`config.mk`:
```
export PLATFORM = sky130hd
export DESIGN_NAME = prog_clock_divider
export DESIGN_NICKNAME = d
export VERILOG_FILES = /design/src/rtl/prog_clock_divider.sv
export SDC_FILE = /design/constraint.sdc
export NUM_CORES = 1
export LEC_CHECK = 0
export ABC_AREA = 1
export CAP_MARGIN = 20
export CORE_AREA = 5 5 106 108
export CTS_BUF_LIST = sky130_fd_sc_hd__clkbuf_4
export CTS_CLUSTER_DIAMETER = 120
export CTS_CLUSTER_SIZE = 30
export DETAILED_ROUTE_END_ITERATION = 16
export DIE_AREA = 0 0 111 113
export GPL_ROUTABILITY_DRIVEN = 0
export PLACE_DENSITY = 0.83
export RECOVER_POWER = 50
export SLEW_MARGIN = 20
export SYNTH_ARGS = -nofsm -noshare
export SYNTH_HDL_FRONTEND = slang
export SYNTH_SLANG_ARGS = --single-unit
```
`constraint.sdc`:
```
create_clock -name clk -period 8.62 [get_ports clk]
set_input_delay 1.293 -clock clk [delete_from_list [all_inputs] [get_ports clk]]
set_output_delay 1.293 -clock clk [all_outputs]
set_load 0.02 [all_outputs]
```
`src/rtl/prog_clock_divider.sv`:
```
// ---------------------------------------------------------------------------
// prog_clock_divider
//   Programmable clock divider with square, pulse and legacy power-of-two
//   modes. A new configuration is held in a shadow register and only
//   becomes active at a period boundary, so the output never glitches
//   mid-period.
//
// Ports
//   clk          system clock, all state updates on the rising edge
//   rst_n        synchronous active-low reset
//   en           run enable, low holds the divider idle
//   cfg_div      requested divide value D (period P = D+1 clk cycles)
//   cfg_mode     00 square, 01 pulse, 10 legacy 2^(sel+1), 11 as square
//   cfg_load     one-cycle strobe capturing cfg_div/cfg_mode
//   clk_out      registered divided clock / pulse
//   tick         registered strobe on the first cycle of each new period
//   cfg_pending  a loaded configuration waits for the next period boundary
//   dbg_state    FSM state (0 idle, 1 run)
//   dbg_cnt      period counter
//
// Handshake: cfg_load is a plain strobe with no ready; it is accepted on
//   every edge where rst_n is high. Loads are never refused: a later load
//   overwrites an earlier one that has not been applied yet.
// ---------------------------------------------------------------------------
module prog_clock_divider #(
  parameter int CNT_W = 16
) (
  input  logic             clk,
  input  logic             rst_n,
  input  logic             en,
  input  logic [CNT_W-1:0] cfg_div,
  input  logic [1:0]       cfg_mode,
  input  logic             cfg_load,
  output logic             clk_out,
  output logic             tick,
  output logic             cfg_pending,
  output logic             dbg_state,
  output logic [CNT_W-1:0] dbg_cnt
);

  typedef enum logic {S_IDLE = 1'b0, S_RUN = 1'b1} state_t;

  localparam logic [4:0] SEL_MAX = 5'(CNT_W - 1);

  // Legacy mode bit select, clamped to the counter width.
  function automatic logic [4:0] f_sel(input logic [CNT_W-1:0] div);
    return (div[4:0] > SEL_MAX) ? SEL_MAX : div[4:0];
  endfunction

  // Effective divide value: zero is treated as one.
  function automatic logic [CNT_W-1:0] f_deff(input logic [CNT_W-1:0] div);
    return (div == '0) ? CNT_W'(1) : div;
  endfunction

  // Last counter value of a period (P-1). P itself needs CNT_W+1 bits,
  // P-1 always fits in CNT_W bits.
  function automatic logic [CNT_W-1:0] f_last(input logic [CNT_W-1:0] div,
                                              input logic [1:0]       mode);
    logic [CNT_W:0] p;
    if (mode == 2'b10)
      p = (CNT_W+1)'(1) << ({1'b0, f_sel(div)} + 6'd1);
    else
      p = {1'b0, f_deff(div)} + (CNT_W+1)'(1);
    return CNT_W'(p - (CNT_W+1)'(1));
  endfunction

  // Output level for a given counter value and configuration.
  function automatic logic f_level(input logic [CNT_W-1:0] cnt,
                                   input logic [CNT_W-1:0] div,
                                   input logic [1:0]       mode);
    logic [CNT_W:0]   p;
    logic [CNT_W:0]   half;
    logic [CNT_W-1:0] sh;
    p    = {1'b0, f_deff(div)} + (CNT_W+1)'(1);
    half = (p + (CNT_W+1)'(1)) >> 1;
    sh   = cnt >> f_sel(div);
    case (mode)
      2'b10:   return sh[0];
      2'b01:   return (cnt == '0);
      default: return ({1'b0, cnt} < half);
    endcase
  endfunction

  state_t           r_state;
  logic [CNT_W-1:0] r_cnt;
  logic [CNT_W-1:0] r_div_a;
  logic [1:0]       r_mode_a;
  logic [CNT_W-1:0] r_div_s;
  logic [1:0]       r_mode_s;
  logic             r_pending;
  logic             r_clk_out;
  logic             r_tick;

  state_t           w_state_nxt;
  logic [CNT_W-1:0] w_cnt_nxt;
  logic [CNT_W-1:0] w_div_a_nxt;
  logic [1:0]       w_mode_a_nxt;
  logic [CNT_W-1:0] w_div_s_nxt;
  logic [1:0]       w_mode_s_nxt;
  logic             w_pending_nxt;
  logic             w_clk_out_nxt;
  logic             w_tick_nxt;
  logic [CNT_W-1:0] w_last;
  logic             w_wrap;

  // State register
  always_ff @(posedge clk) begin
    if (!rst_n) begin
      r_state   <= S_IDLE;
      r_cnt     <= '0;
      r_div_a   <= CNT_W'(1);
      r_mode_a  <= 2'b00;
      r_div_s   <= CNT_W'(1);
      r_mode_s  <= 2'b00;
      r_pending <= 1'b0;
      r_clk_out <= 1'b0;
      r_tick    <= 1'b0;
    end else begin
      r_state   <= w_state_nxt;
      r_cnt     <= w_cnt_nxt;
      r_div_a   <= w_div_a_nxt;
      r_mode_a  <= w_mode_a_nxt;
      r_div_s   <= w_div_s_nxt;
      r_mode_s  <= w_mode_s_nxt;
      r_pending <= w_pending_nxt;
      r_clk_out <= w_clk_out_nxt;
      r_tick    <= w_tick_nxt;
    end
  end

  assign w_last = f_last(r_div_a, r_mode_a);
  assign w_wrap = (r_cnt == w_last);

  // Next-state logic
  always_comb begin
    w_state_nxt   = r_state;
    w_cnt_nxt     = r_cnt;
    w_div_a_nxt   = r_div_a;
    w_mode_a_nxt  = r_mode_a;
    w_div_s_nxt   = r_div_s;
    w_mode_s_nxt  = r_mode_s;
    w_pending_nxt = r_pending;
    case (r_state)
      S_IDLE: begin
        // An idle load goes straight to both copies: nothing is running.
        if (cfg_load) begin
          w_div_s_nxt   = cfg_div;
          w_mode_s_nxt  = cfg_mode;
          w_div_a_nxt   = cfg_div;
          w_mode_a_nxt  = cfg_mode;
          w_pending_nxt = 1'b0;
        end
        if (en) begin
          w_state_nxt   = S_RUN;
          w_cnt_nxt     = '0;
          w_pending_nxt = 1'b0;
          if (!cfg_load) begin
            w_div_a_nxt  = r_div_s;
            w_mode_a_nxt = r_mode_s;
          end
        end
      end
      default: begin
        if (!en) begin
          // Abort mid-period; a load here is kept for the next enable.
          w_state_nxt = S_IDLE;
          w_cnt_nxt   = '0;
          if (cfg_load) begin
            w_div_s_nxt   = cfg_div;
            w_mode_s_nxt  = cfg_mode;
            w_pending_nxt = 1'b1;
          end
        end else if (w_wrap) begin
          // Shadow equals active whenever nothing is pending, so copying
          // unconditionally is safe and keeps the boundary logic simple.
          w_cnt_nxt     = '0;
          w_pending_nxt = 1'b0;
          if (cfg_load) begin
            w_div_s_nxt  = cfg_div;
            w_mode_s_nxt = cfg_mode;
            w_div_a_nxt  = cfg_div;
            w_mode_a_nxt = cfg_mode;
          end else begin
            w_div_a_nxt  = r_div_s;
            w_mode_a_nxt = r_mode_s;
          end
        end else begin
          w_cnt_nxt = r_cnt + CNT_W'(1);
          if (cfg_load) begin
            w_div_s_nxt   = cfg_div;
            w_mode_s_nxt  = cfg_mode;
            w_pending_nxt = 1'b1;
          end
        end
      end
    endcase
  end

  // Output logic: registered outputs are derived from the next counter and
  // next active config so that clk_out always matches the current count.
  always_comb begin
    w_clk_out_nxt = 1'b0;
    w_tick_nxt    = 1'b0;
    if (w_state_nxt == S_RUN)
      w_clk_out_nxt = f_level(w_cnt_nxt, w_div_a_nxt, w_mode_a_nxt);
    if ((r_state == S_RUN) && en && w_wrap)
      w_tick_nxt = 1'b1;
  end

  assign clk_out     = r_clk_out;
  assign tick        = r_tick;
  assign cfg_pending = r_pending;
  assign dbg_state   = r_state;
  assign dbg_cnt     = r_cnt;

endmodule

```
After elaboration in Yosys (flattened, before gate mapping)
Index checks and enable logic that the tools add are counted.
{"block": "totals", "out_inout_bits": 20, "inputBits": 22, "register_bits": 56}
{"block": "classes", "addsub": 6, "mux": 32, "reduce_logical": 7, "shifts": 2, "eq_ne": 4, "magnitude_cmp": 3}
{"op": "2-to-1 mux 16 bit", "n": 14}
{"op": "zero test 16 bit", "n": 3}
{"op": "adder 16 x 1 -> 16 bit, second input constant", "n": 2}
{"op": "adder 16 x 1 -> 17 bit, second input constant", "n": 1}
{"op": "adder 17 x 1 -> 17 bit, second input constant", "n": 1}
{"op": "== test 16 bit", "n": 1}
{"op": "< comparator 16 bit", "n": 1}
{"op": "left shift 1 x 6 -> 16 bit, first input constant", "n": 1}
{"op": ">> shifter 16 x 5 -> 1 bit", "n": 1}
{"op": "subtractor 16 x 1 -> 16 bit, second input constant", "n": 1}
{"op": "2-to-1 mux 2 bit", "n": 7}
{"op": "> comparator 5 x 4 -> 1 bit, second input constant", "n": 2}
{"op": "2-to-1 mux 5 bit", "n": 2}
{"op": "2-to-1 mux 1 bit", "n": 8}
{"op": "adder 5 x 1 -> 6 bit, second input constant", "n": 1}
{"op": "== test 2 bit, second input constant", "n": 2}
{"op": "nonzero test 3 bit", "n": 1}
{"op": "== test 2 x 1 -> 1 bit, second input constant", "n": 1}
{"op": "logical AND 1 bit", "n": 2}
{"op": "case mux 1 bit (2 select lines)", "n": 1}
{"op": "AND reduction 2 bit", "n": 1}

Longest topological paths before layout
Gate-level depths: netlist (run 1).
{"block": "logic_depth", "depth_word": 16, "depth_mapped": 44, "mapped_depth_nobuf": 43}

Least setup slack after synthesis (run 1)
No wires, ideal clock.
{"block": "synth_timing", "path_type": "register to register", "start": "reg r_div_a[4]", "end": "reg r_clk_out, in the netlist clk_out", "arrival_time_ns": 4.686, "period_less_slack_ns": 4.806, "path_slack_ns": 3.814, "path_buffers": 2, "t_required_ns": 8.501, "path_stages_with_launch": 43, "path_cell_list": "dfxtp_1 -> buf_6 -> nor2_4 -> inv_1 -> ha_1 -> inv_1 -> nand2_2 -> nand2_4 -> nor2_1 -> nand3_1 -> nand2_1 -> nand2_2 -> ha_1 -> nand3_2 -> nor2_4 -> or2_1 -> nand2_1 -> nand2_1 -> [7 not listed] -> o21ai_1 -> nand2_1 -> inv_1 -> ha_1 -> inv_1 -> nor3_2 -> nand2_1 -> nor3_4 -> nand2_1 -> xor2_1 -> ha_1 -> nand2_1 -> inv_1 -> nand3_1 -> nor2_1 -> nand3_1 -> o21ai_0 -> a21oi_1"}
{"block": "synth_between", "elab_chain_len": 16, "elab_cells_between_ends": 34, "classes_between": "add/sub (5); order compare (3); eq/ne (3); shift (2); mux (18); reduce/logical (3)"}
{"item": "start, declared", "line_no": "86", "source": "logic [CNT_W-1:0] r_div_a;"}
{"item": "start signal, assigned", "line_no": "121", "source": "r_div_a <= w_div_a_nxt;"}
{"item": "> comparator 5 x 4 -> 1 bit", "line_no": "47", "source": "return (div[4:0] > SEL_MAX) ? SEL_MAX : div[4:0];"}
{"item": "2-to-1 mux 5 bit", "line_no": "47"}
{"item": "adder 5 x 1 -> 6 bit", "line_no": "61", "source": "p = (CNT_W+1)'(1) << ({1'b0, f_sel(div)} + 6'd1);"}
{"item": "left shift 1 x 6 -> 16 bit", "line_no": "61"}
{"item": "2-to-1 mux 16 bit", "line_no": "60", "source": "if (mode == 2'b10)"}
{"item": "subtractor 16 x 1 -> 16 bit", "line_no": "64", "source": "return CNT_W'(p - (CNT_W+1)'(1));"}
{"item": "== test 16 bit", "line_no": "132", "source": "assign w_wrap = (r_cnt == w_last);"}
{"item": "2-to-1 mux 16 bit", "line_no": "173", "source": "end else if (w_wrap) begin"}
{"item": "2-to-1 mux 16 bit", "line_no": "164", "source": "if (!en) begin"}
{"item": "2-to-1 mux 16 bit", "line_no": "143", "source": "case (r_state)"}
{"item": "zero test 16 bit", "line_no": "52", "source": "return (div == '0) ? CNT_W'(1) : div;"}
{"item": "2-to-1 mux 16 bit", "line_no": "52"}
{"item": "adder 16 x 1 -> 17 bit", "line_no": "74", "source": "p = {1'b0, f_deff(div)} + (CNT_W+1)'(1);"}
{"item": "adder 17 x 1 -> 17 bit", "line_no": "75", "source": "half = (p + (CNT_W+1)'(1)) >> 1;"}
{"item": "< comparator 16 bit", "line_no": "80", "source": "default: return ({1'b0, cnt} < half);"}
{"item": "case mux 1 bit (2 select lines) *", "line_no": "77", "source": "case (mode)"}
{"item": "end signal, assigned", "line_no": "126", "source": "r_clk_out <= w_clk_out_nxt;"}
{"item": "end, declared", "line_no": "91", "source": "logic r_clk_out;"}
Mark *: on every way between the ends. The rest lies on a longest branch, timed or not.
A chain may end at the register's enable or synchronous reset.

Worst setup path in the final report (run 1)
{"block": "layout_timing", "start": "in cfg_load", "end": "reg r_clk_out, in the netlist clk_out"}
{"block": "layout_between", "elab_chain_len": 10, "elab_cells_between_ends": 25, "classes_between": "add/sub (2); order compare (2); eq/ne (2); shift (1); mux (17); reduce/logical (1)"}
{"item": "start, declared", "line_no": "33", "source": "input logic cfg_load,"}
{"item": "2-to-1 mux 16 bit, on equally long branches"}
{"item": "2-to-1 mux 16 bit, on equally long branches", "line_no": "157, 173"}
{"item": "2-to-1 mux 16 bit, on equally long branches", "line_no": "153, 164"}
{"item": "2-to-1 mux 16 bit", "line_no": "143"}
{"item": "zero test 16 bit", "line_no": "52"}
{"item": "2-to-1 mux 16 bit", "line_no": "52"}
{"item": "adder 16 x 1 -> 17 bit", "line_no": "74"}
{"item": "adder 17 x 1 -> 17 bit", "line_no": "75"}
{"item": "< comparator 16 bit", "line_no": "80"}
{"item": "case mux 1 bit (2 select lines) *", "line_no": "77"}
Marks and branches as above.

==> results of run 1 <==
## worst max-delay path, delay by kind of cell
kind,cells,cell delay [ns]
xor gates and xnor gates,1,0.14
adders and majority gates,2,0.45
and+or+nand+nor,9,1.32
buffers and inverters,5,2.55
AOI/OAI and AO/OA,6,0.79
## flip-flops by register name, indices dropped and copies added, names as in the netlist
register / flops
r_mode_s: 2
r_mode_a: 2
clk_out: 1
r_div_s: 16
tick: 1
dbg_cnt: 16
r_div_a: 16
cfg_pending: 1
dbg_state: 1
## synth_stat cells, types with 8 or more instances
library cell,instances
sky130_fd_sc_hd__o21ai_0,45
sky130_fd_sc_hd__clkbuf_1,16
sky130_fd_sc_hd__inv_1,113
sky130_fd_sc_hd__a21oi_1,36
sky130_fd_sc_hd__dfxtp_1,56
sky130_fd_sc_hd__ha_1,24
sky130_fd_sc_hd__a22oi_1,11
sky130_fd_sc_hd__nand2_2,22
sky130_fd_sc_hd__nand3_2,12
sky130_fd_sc_hd__nand3_1,76
sky130_fd_sc_hd__nor2_4,12
sky130_fd_sc_hd__nor2_2,14
sky130_fd_sc_hd__nor3_1,8
sky130_fd_sc_hd__nand2_1,214
sky130_fd_sc_hd__xor2_1,32
sky130_fd_sc_hd__nor2_1,102
sky130_fd_sc_hd__nand4_1,26
## power breakdown
group          switching (mW)  total [mW]  leakage (nW)  internal [mW]
clock network          0.0948       0.128        0.0356         0.0332
logic                   0.180       0.273          2.22         0.0934
registers              0.0146       0.286         0.459          0.271
total                   0.289       0.687          2.71          0.398
## cell families (layout without fill, tap and decap cells)
| logic type | Yosys count | after routing | synth area share (%) |
|---|---|---|---|
| adder cells (fa/ha/maj) | 24 | 24 | 5.50 |
| XOR/XNOR | 34 | 34 | 5.71 |
| AND/OR/NAND/NOR | 510 | 510 | 46.0 |
| flip-flops | 56 | 56 | 20.5 |
| buffers and inverters | 150 | 175 | 11.3 |
| AO/OA/AOI/OAI | 109 | 109 | 11.0 |
## metal layers
metal / share of wire [%] / track usage [%] / wire length, um
met1: 41 / 30.9 / 6400
met2: 47 / 41.8 / 7330
met3: 7.6 / 2.78 / 1180
met4: 3.6 / 11.9 / 559
met5: 0 / 0 / 0
## worst min-delay path by stage
stage,cells after the start,slack (ns),to
3_5_place_dp,2,0.47,r_div_s[0]
5_1_grt,2,0.55,r_div_s[0]
6_report,2,0.51,r_div_s[0]
3_3_place_gp,2,0.48,r_div_s[0]
2_1_floorplan,2,0.44,r_div_s[0]
4_1_cts,2,0.51,r_div_s[0]
## area by class of cell
type                            count  area [um2]  share of cell area, %
Multi-Input combinational cell    677        3720                   62.4
Sequential cell                    56        1120                   18.8
Inverter                          123         468                   7.84
Timing Repair Buffer               44         425                   7.13
Tap cell                          136         170                   2.85
Clock buffer                        5        37.5                  0.629
Clock inverter                      3        22.5                  0.377
==> metrics list, run 1 <==
- The flow ran to the end, but the final reports show violations.
- Number of endpoints failing setup at the final stage: 0
- Critical path origin: cfg_load
* Core outline area: roughly 10000 um2
- The number of setup buffers added after CTS is 0.
* Half-perimeter wire length after detailed placement: about 12000 um
- Dividing the detail-routed via count by the number of cells gives 5.58.
* Maximum number of pins on one net before global-route repair: 51
* Number of I/O pins: 42
- Total number of clock tree sinks: 56
- For the worst-skew pair, the clock arrives at the later sink with an insertion delay of about 0.4 ns.
- Leakage power: 2.71 nW
- Number of hold buffers added after cts: 0
- Derived from the worst setup path, the maximum achievable clock frequency is approximately 160 MHz.
- After synthesis the netlist holds a flip-flop and latch count of 56.
- Of all nets on the critical path, the largest fanout is 42.
- In this run, placement finished with an instance count of 1036.
- The min-delay analysis places its worst path in the category reg2reg.
- Synthesis produced a netlist whose cell count is 883.
- Initial standard-cell utilization of the core: ~54%
* Inserted Clock Buffers: 5
* Cell types with the largest area share after synthesis: sky130_fd_sc_hd__dfxtp_1 (21%), sky130_fd_sc_hd__nand2_1 (15%), sky130_fd_sc_hd__inv_1 (7.8%)
- Resized cells post-CTS: 0
* Total gr overflow: 0
- Power Density: 115 nW/um2
- Worst hold slack: between 0.5 and 0.6 ns
- Measured against its own limit, the worst slew margin works out to -5.61%.
- Number of diodes added for antenna fixing: 0
- Prior to clock tree synthesis, the placed netlist has a worst setup slack of around 2.6 ns.
- Counting I/O delays and the setup requirement, the final critical path takes 6.22 ns.
* Post-place instance area: slightly below 6000 um2
* Wire length of the first global-routing pass: 25500 um
- Series of cell instances along the critical path: dlygate4sd3_1, clkbuf_1, inv_1, nor2_1, nor2_1, a21oi_1, o21ai_1, nand2_1, inv_1, ha_1, inv_1, nor3_2, nand2_1, nor3_4, xor2_1, ha_1, nand2_1, nor2_1, a211oi_1, o221ai_1, nor2_1, o21ai_0, a21oi_1
- In this run the remaining antenna-violating nets after routing total 0.
- On the critical path, the stage with the largest delay is an instance of sky130_fd_sc_hd__clkbuf_1.
- Post-synth design cell area: 5460 um2
* Number of rows in the core area: 37
- CTS H-Tree Depth: 2
- The library cell used most frequently in the layout, excluding fill and tap cells, is sky130_fd_sc_hd__nand2_1.
- The startpoint identified for the worst hold timing path is r_div_s[0].
- The worst register-to-register path ends at clk_out.
- RSZ-0062 raised after global routing: no
* Area overhead of the layout relative to synthesis: 9.33%
- Buffers from clock root to sink, at most: 2
- Commonest cells after routing, fill and taps aside: sky130_fd_sc_hd__nand2_1 (214), sky130_fd_sc_hd__inv_1 (114), sky130_fd_sc_hd__nor2_1 (102), sky130_fd_sc_hd__nand3_1 (76), sky130_fd_sc_hd__dfxtp_1 (56)
- Reg2reg start: r_div_a[4]
- The routed design has between 15000 and 20000 um of wire.
- DRC Markers: 0
- Worst setup margin: 2.40 ns
- TritonCTS built the clock tree.
* Fin. Hold Viols: 0
* Type of the setup path with the least slack: in2reg
- The number of max-slew violations in the final report was 94.
- STA classifies the critical path endpoint as a flip-flop.
- The cell that appears most often on the critical path is sky130_fd_sc_hd__nor2_1.
* Failing checks: max-capacitance violations, max-slew violations
- Max IR drop VDD: 0.0712 mV
- Synth unique cells: 46
- For this run, the slowest stage of the critical path takes 1.13 ns.
- DRT Pass-1 Iters: 7
- Input and output buffers added on the ports amount to 41.
- Maximum capacitance violations: 2
* Total power consumption of the routed design: between 600 and 700 uW
- Share of the synthesized area in the top cell type: 20.5%
- Clock-pin slew reported for the worst setup and hold paths after clock tree synthesis: 0.18 ns
* Final cell count without fillers: around 1.0k
* Number of enable flip-flop cells after synthesis: 0
* Die width: 111 um
* Share of synthesized registers carrying an async set or reset: 0%
- Setup crit end: clk_out
* Post-route cell area: 5970 um2
- Iteration-0 DRC count of the detailed router: ~710
- At the pin with the least slew margin, the transition time is 1.58 ns.
- DIE HEIGHT: 113 um
- Yosys warning count: 0
- Root buffer cell: sky130_fd_sc_hd__clkbuf_4
- In the global route stage, overall resource usage came out at 24.5%.
* Vias in the first global route: 5353
- Cell accounting for the most synthesized area: sky130_fd_sc_hd__dfxtp_1
- Averaged over all synthesized cells, the footprint is 6.18 um2.
- Setup_tns: 0 ns
- Data required time at the worst endpoint: 8.96 ns
- Wire per inst: 14.8 um
- Total Die Area: 12500 um2
- Share of the cycle needed by the critical path after routing: between 70 and 80%
* Finished Core Util: between 50% and 60%
- For the final database, setup skew stands at 0.0142 ns.
- Register-to-register setup slack: 2.46 ns
* CP arrival: 6.55 ns
- Fill cells: 974
- Commonest register cell after synthesis: sky130_fd_sc_hd__dfxtp_1
* Worst r2r path cells: 40
- For this run, the register share of the synthesized area comes to 20.5%.
- Final layout net count: ~950
- Kind of start point of the critical path: input port
- The initial antenna violation count came to 0.
- Fraction of layout cells with a size suffix above 1: 10.6%
- Via count: approximately 5.8k
- Number of nets in the synthesized netlist: 929
No activity file was read; power rests on OpenSTA's default activity.
==> inputs of run 2 (changes only) <==
Settings changed: PLACE_DENSITY 0.83 to 0.86.
Clock period 8.62 ns to 5.1 ns, I/O delays scaled along.
==> run 2 against run 1 <==
Against the previous run:
- core utilization is 7.9 points higher
- highest routed layer unchanged
- largest power group is now combinational logic
- the flow finishes with violations (negative setup slack)
- critical path type is now reg2reg
- register-to-register slack lost 2.7 ns
- via count grew 12%
==> metrics list, run 2 (synthesis results as in run 1) <==
- The run finished, with violations left.
- The checks that failed: negative setup slack.
- Maximum number of pins on one net before global-route repair: 51
- Final-report max-slew violation count: 0
* Sequential cell fraction of total power: between 30% and 40%
- Data arrives at the worst endpoint at 5.69 ns.
- CTS H-Tree Depth: 2
- The startpoint identified for the worst hold timing path is r_div_s[1].
* Count of buffers from port buffering: 41
- The worst setup path is launched from a flip-flop.
- Data required time at the worst endpoint: ~5.5 ns
- Dividing the final minimum period by the clock period gives 105%.
- Of the total power, the share spent switching nets is 41.3%.
- Largest driver fanout on the critical path: 7
- The first global-routing pass estimated 26900 um of wire.
- In the final design database the tool counted 1017 nets.
- Most prevalent standard cell on the critical path: sky130_fd_sc_hd__nor2_4
- Relative to the synthesized area, the layout overhead comes to 23.9%.
- The initial antenna violation count came to 0.
- Clock skew on the completed layout was measured at 0.0156 ns.
- Power spread over the standard cell area amounts to 200 nW/um2.
- The critical path starts at r_div_a[4].
- Wires add up to 18400 um.
- The number of failing hold endpoints at the final stage is 0.
* DRT Pass-1 Iters: 7
- Most frequent standard cell in the layout excluding fill and tap cells: sky130_fd_sc_hd__nand2_1
* Die width: around 110 um
- Once detail routing completed, the nets flagged for antenna violations numbered 0.
- Time the worst path needs with I/O delays and setup: roughly 5.3 ns
* Vias in the first global route: between 5k and 6k
* Inserted Clock Buffers: 5
- Root buffer cell: sky130_fd_sc_hd__clkbuf_4
* Insertion delay of the later-clocked pin in the worst-skew pair: 0.42 ns
- Critical path's slowest cell: sky130_fd_sc_hd__dfxtp_4
- In the layout the commonest cells are sky130_fd_sc_hd__nand2_1 (199), sky130_fd_sc_hd__inv_1 (99), sky130_fd_sc_hd__nor2_1 (89), sky130_fd_sc_hd__nand3_1 (70), sky130_fd_sc_hd__buf_4 (64).
- Post-placement setup slack: -0.109 ns
* Worst Tran Pin Value: 0.890 ns
- Detailed placement finished with a half-perimeter wire length of 12600 um.
* Total global-route track usage: around a quarter
- TritonCTS clock tree: yes
* DRC Markers: 0
* Total gr overflow: 0
* Via count: 6522
* Core outline area: 10100 um2
* RSZ-0062 raised after global routing: yes
- The worst setup path is captured at a flip-flop.
- Number of I/O pins: between 40 and 50
- Once routing completed, OpenROAD measured the worst setup slack at -0.237 ns.
* Total Die Area: roughly 13000 um2
* Finished Core Util: approximately two thirds
- Max-cap violations in this run came to 0.
- Via-to-Cell Ratio: 5.89
- Sw Pwr: between 500 and 600 uW
* Clock-pin slew reported for the worst setup and hold paths after clock tree synthesis: 0.19 ns
- Type of the setup path with the least slack: reg2reg
- Initial standard-cell utilization of the core: 53.9%
- Max transition margin: around two fifths
* Iteration-0 DRC count of the detailed router: approximately 900
* Comb pwr share: 44.7%
- Wire per inst: 16.6 um
* Part of the total power dissipated in the clock network: around a fifth
- After filler insertion, the fill cell instance count of the layout stands at 789.
- Fraction of layout cells with a size suffix above 1: 23.8%
* Total number of clock tree sinks: 56
* Number of rows in the core area: 37
- The min-delay analysis places its worst path in the category reg2reg.
* Internal power: 795 uW
- Reg2reg start: r_div_a[4]
- Max frequency: 187 MHz
- Buffers from clock root to sink, at most: 2
* Buffers & Inverters on Critical Path: 3
- Measured along the y axis, the die boundary spans 113 um.
- Largest incremental delay on the critical path: 0.41 ns
- The analysis attributes to cell leakage a power of 3.02 nW.
- Number of diodes added for antenna fixing: 0
- On the critical path the largest part of the delay comes from simple AND/OR/NAND/NOR gates.
* Setup_tns: -0.237 ns
- Setup violations remaining at the end of the flow were counted as 1.
- Max IR drop VDD: 0.155 mV
[run 2: final cells by class]
| cell class | count | area [um2] | area share, % |
|---|---|---|---|
| Clock buffer | 5 | 37.5 | 0.555 |
| Clock inverter | 3 | 50.0 | 0.740 |
| Inverter | 123 | 480 | 7.10 |
| Multi-Input combinational cell | 677 | 3950 | 58.4 |
| Sequential cell | 56 | 1150 | 16.9 |
| Tap cell | 136 | 170 | 2.51 |
| Timing Repair Buffer | 108 | 933 | 13.8 |
[run 2: final timing paths]
| check | end | slack, ns | depth (start not counted) |
|---|---|---|---|
| max | clk_out | -0.24 | 37 |
| min | r_div_s[1] | 0.54 | 2 |
| max reg2reg | clk_out | -0.24 | 37 |
| min reg2reg | r_div_s[1] | 0.54 | 2 |
[run 2: power by group through the flow]
stage	clock network [mW]	registers [mW]	logic [mW]
2_1_floorplan	0	0.481	0.359
3_3_place_gp	0	0.481	0.489
3_5_place_dp	0	0.481	0.495
4_1_cts	0.278	0.472	0.516
5_1_grt	0.300	0.476	0.653
6_report	0.275	0.474	0.605
[run 2: layer usage]
metal  global-route usage [%]  wire [um]  vias to the layer above
met5                        0          0                        -
met4                     11.2       1200                        0
met3                     4.22       1880                      113
met2                     44.6       8610                      475
met1                     31.2       6690                     2916
li1                         -          -                     3018
[run 2: through the flow]
step	area [um2]	hold WS [ns]	cells	total power [mW]
6_report	6770	0.543	1108	1.35
5_1_grt	6770	0.568	1108	1.43
4_1_cts	6300	0.539	1076	1.27
3_5_place_dp	6120	0.501	1062	0.977
3_3_place_gp	6120	0.498	1062	0.969
2_1_floorplan	5460	0.438	883	0.840
[run 2: tightest hold or removal path, cell delays in order, from the launching register on]
cell and delay [ns]:
sky130_fd_sc_hd__dfxtp_1 0.34, sky130_fd_sc_hd__nor2_1 0.11, sky130_fd_sc_hd__nor3_1 0.07
[run 2: timing repair]
| action | CTS | global route |
|---|---|---|
| hold buffers | 0 | 0 |
| pin swaps | 7 | 50 |
| gates resized for setup | 15 | 78 |
| setup endpoints to repair | 1 | 1 |
| setup buffers | 6 | 32 |
==> inputs of run 3 (changes only) <==
Settings changed: CORE_AREA 5 5 106 108 to 5 5 111 113, DIE_AREA 0 0 111 113 to 0 0 116 118, PLACE_DENSITY 0.86 to 0.8, SKIP_CTS_REPAIR_TIMING set to 1.
==> run 3 against run 2 <==
Against the previous run:
- combinational power fell by 7.1%
- sequential share of layout area rose by 0.39 points
- worst setup slack improved by 0.085 ns
- highest routed layer unchanged
- design area fell by 3.0%
- die area rose by 9.1%
- critical path depth rose by 3
- register-to-register slack improved by 0.08 ns
- the flow still finishes with violations (negative setup slack)
- flip-flop and latch count did not move
- global-route usage fell by 1.8 points
- core utilization fell by 8.3 points
- sequential power barely moved
- fmax rose by 1.6%
==> metrics list, run 3 (synthesis results as in run 1) <==
- Setup_tns: -0.152 ns
* Kind of start point of the critical path: flip-flop
- RSZ-0062 raised after global routing: yes
- Post-route cell area: 6570 um2
* DRC Markers: 0
- Number of rows in the core area: 39
* Post-detailed-route count of antenna-violating nets: 0
* Initial standard-cell utilization of the core: 48.7%
* Buffers from clock root to sink, at most: 2
- Detailed placement finished with a half-perimeter wire length of 12900 um.
* Fill cells: 1058
- Register-to-register setup slack: -0.15 ns
* Count of buffers from port buffering: roughly 40
* Maximum number of pins on one net before global-route repair: just over 50
- The tightest hold path in the finished design has a slack of approximately 0.53 ns.
- After detailed placement, the total cell area comes to ~6100 um2.
- Data arrives at the worst endpoint at roughly 5.6 ns.
- Vias in the first global route: between 5k and 6k
* Post-placement setup slack: -0.107 ns
* Critical path's slowest cell: sky130_fd_sc_hd__dfxtp_4
- Largest incremental delay on the critical path: 0.40 ns
* TritonCTS clock tree: yes
- Via count: a little over 6k
- Total Die Area: 13700 um2
* Final clock skew: 0.0107 ns
- Summed over all layers, the global routing overflow is 0.
- After the last flow step, the layout net total stands at 999.
- The post-route netlist has 21.6% of its cells at a drive strength greater than 1.
- Time the worst path needs with I/O delays and setup: 5.25 ns
- Worst r2r path cells: 40
* Die width: about 120 um
- CTS built an H-tree with a depth of 2.
* Number of endpoints failing setup at the final stage: 1
- The first detailed-routing pass ran for 7 iterations.
- The library cell used most frequently in the layout, excluding fill and tap cells, is sky130_fd_sc_hd__nand2_1.
- In the layout the commonest cells are sky130_fd_sc_hd__nand2_1 (201), sky130_fd_sc_hd__inv_1 (102), sky130_fd_sc_hd__nor2_1 (88), sky130_fd_sc_hd__nand3_1 (68).
- The worst-case IR drop observed on VDD is 0.147 mV.
- The number of max-slew violations in the final report came to 0.
* Worst Tran Pin Value: between 0.8 and 0.9 ns
* Insertion delay of the later-clocked pin in the worst-skew pair: 0.40 ns
* Total power consumption of the routed design: 1.25 mW
- Reg2reg start: r_div_a[0]
- The endpoint identified for the worst register-to-register timing path is clk_out.
- The initial antenna violation count came to 0.
- Max transition margin: roughly 40%
- In this run the count of I/O pins placed on the die edge is 42.
* Total number of clock tree sinks: 56
* Data required time at the worst endpoint: ~5.4 ns
- After layout, the worst setup slack is -0.152 ns.
- The path class of the tightest hold or removal check is reg2reg.
- Core outline area: between 10000 and 15000 um2
* Clock-pin slew reported for the worst setup and hold paths after clock tree synthesis: 0.17 ns
* Wire per inst: about 15 um
- Following the worst setup path forward leads to its endpoint at clk_out.
- Share of the cycle needed by the critical path after routing: 103%
- For this run, the total global-route usage over all layers was measured as 23.8%.
- Critical path origin: r_div_a[0]
* Wire length of the first global-routing pass: 26400 um
- Inserted Clock Buffers: 5
- Status: finished with violations
- Iteration-0 DRC count of the detailed router: approximately 610
- Number of diodes added for antenna fixing: 0
* Via-to-Cell Ratio: 5.50
* Maximum capacitance violations: 0
* DIE HEIGHT: 118 um
- The area growth from synthesis to layout is 20.2%.
* Largest driver fanout on the critical path: 6
* Leakage power: 2.92 nW
* Failing checks: negative setup slack
- Root buffer cell: sky130_fd_sc_hd__clkbuf_4
- Type of the setup path with the least slack: reg2reg
- Endpoint class of the critical path: flip-flop
* Fin. Hold Viols: 0
- For this block, the routed nets add up to approximately 17000 um of wire.
- In this run the power density over the cells is 190 nW/um2.
- Max frequency: 190 MHz
-- run 3: changes by cell type in the layout (fill, tap and decap cells not counted), moves of 2 or more --
cell and change:
sky130_fd_sc_hd__dfxtp_1 +3, sky130_fd_sc_hd__nand2_2 -2, sky130_fd_sc_hd__buf_4 -17, sky130_fd_sc_hd__inv_1 +3, sky130_fd_sc_hd__dfxtp_4 -2, sky130_fd_sc_hd__nand3_1 -2
sky130_fd_sc_hd__nand3_4 -2, sky130_fd_sc_hd__nand3_2 +4, sky130_fd_sc_hd__nand2_1 +2
-- run 3: how the worst min path moves through the flow --
stage	cells past startpoint	slack, ns	startpoint	endpoint
4_1_cts	2	0.52	r_div_s[0]	r_div_s[0]
6_report	2	0.53	r_div_s[0]	r_div_s[0]
5_1_grt	2	0.53	r_div_s[0]	r_div_s[0]
3_3_place_gp	2	0.47	r_div_s[0]	r_div_s[0]
2_1_floorplan	2	0.44	r_div_s[0]	r_div_s[0]
3_5_place_dp	2	0.48	r_div_s[0]	r_div_s[0]
-- run 3: cell type report --
class	count	area (um2)	share of cell area, %
clock inverter	3	22.5	0.343
timing repair buffer	90	786	12.0
sequential	56	1140	17.3
multi-input combinational	677	3930	59.9
inverter	123	469	7.15
tap	143	179	2.73
clock buffer	5	37.5	0.572
-- run 3: per-stage QoR --
step                utilization [%]  cells
floorplan                         -    883
global placement               54.7   1072
detailed placement             54.7   1072
CTS                            55.3   1080
global route                   58.5   1097
finish                         58.5   1097
-- run 3: worst max-delay path, delay by kind of cell (launching register included) --
kind	cells	cell delay [ns]
xor+xnor	1	0.17
simple gates	26	2.88
fa+ha+maj	3	0.66
buf+inv	4	0.42
flops	1	0.40
compound gates	6	0.67
-- run 3: layer usage --
metal / track usage [%] / wire length [um]
met3: 3.55 / 1130
met2: 37.6 / 7850
met5: 0 / 0
met4: 10.6 / 795
met1: 31.8 / 7010
-- run 3: where the power goes --
group	total, mW	internal, mW	switching [mW]
Clock	0.213	0.0561	0.157
Combinational	0.562	0.207	0.355
Sequential	0.473	0.459	0.0144
Total	1.25	0.722	0.527
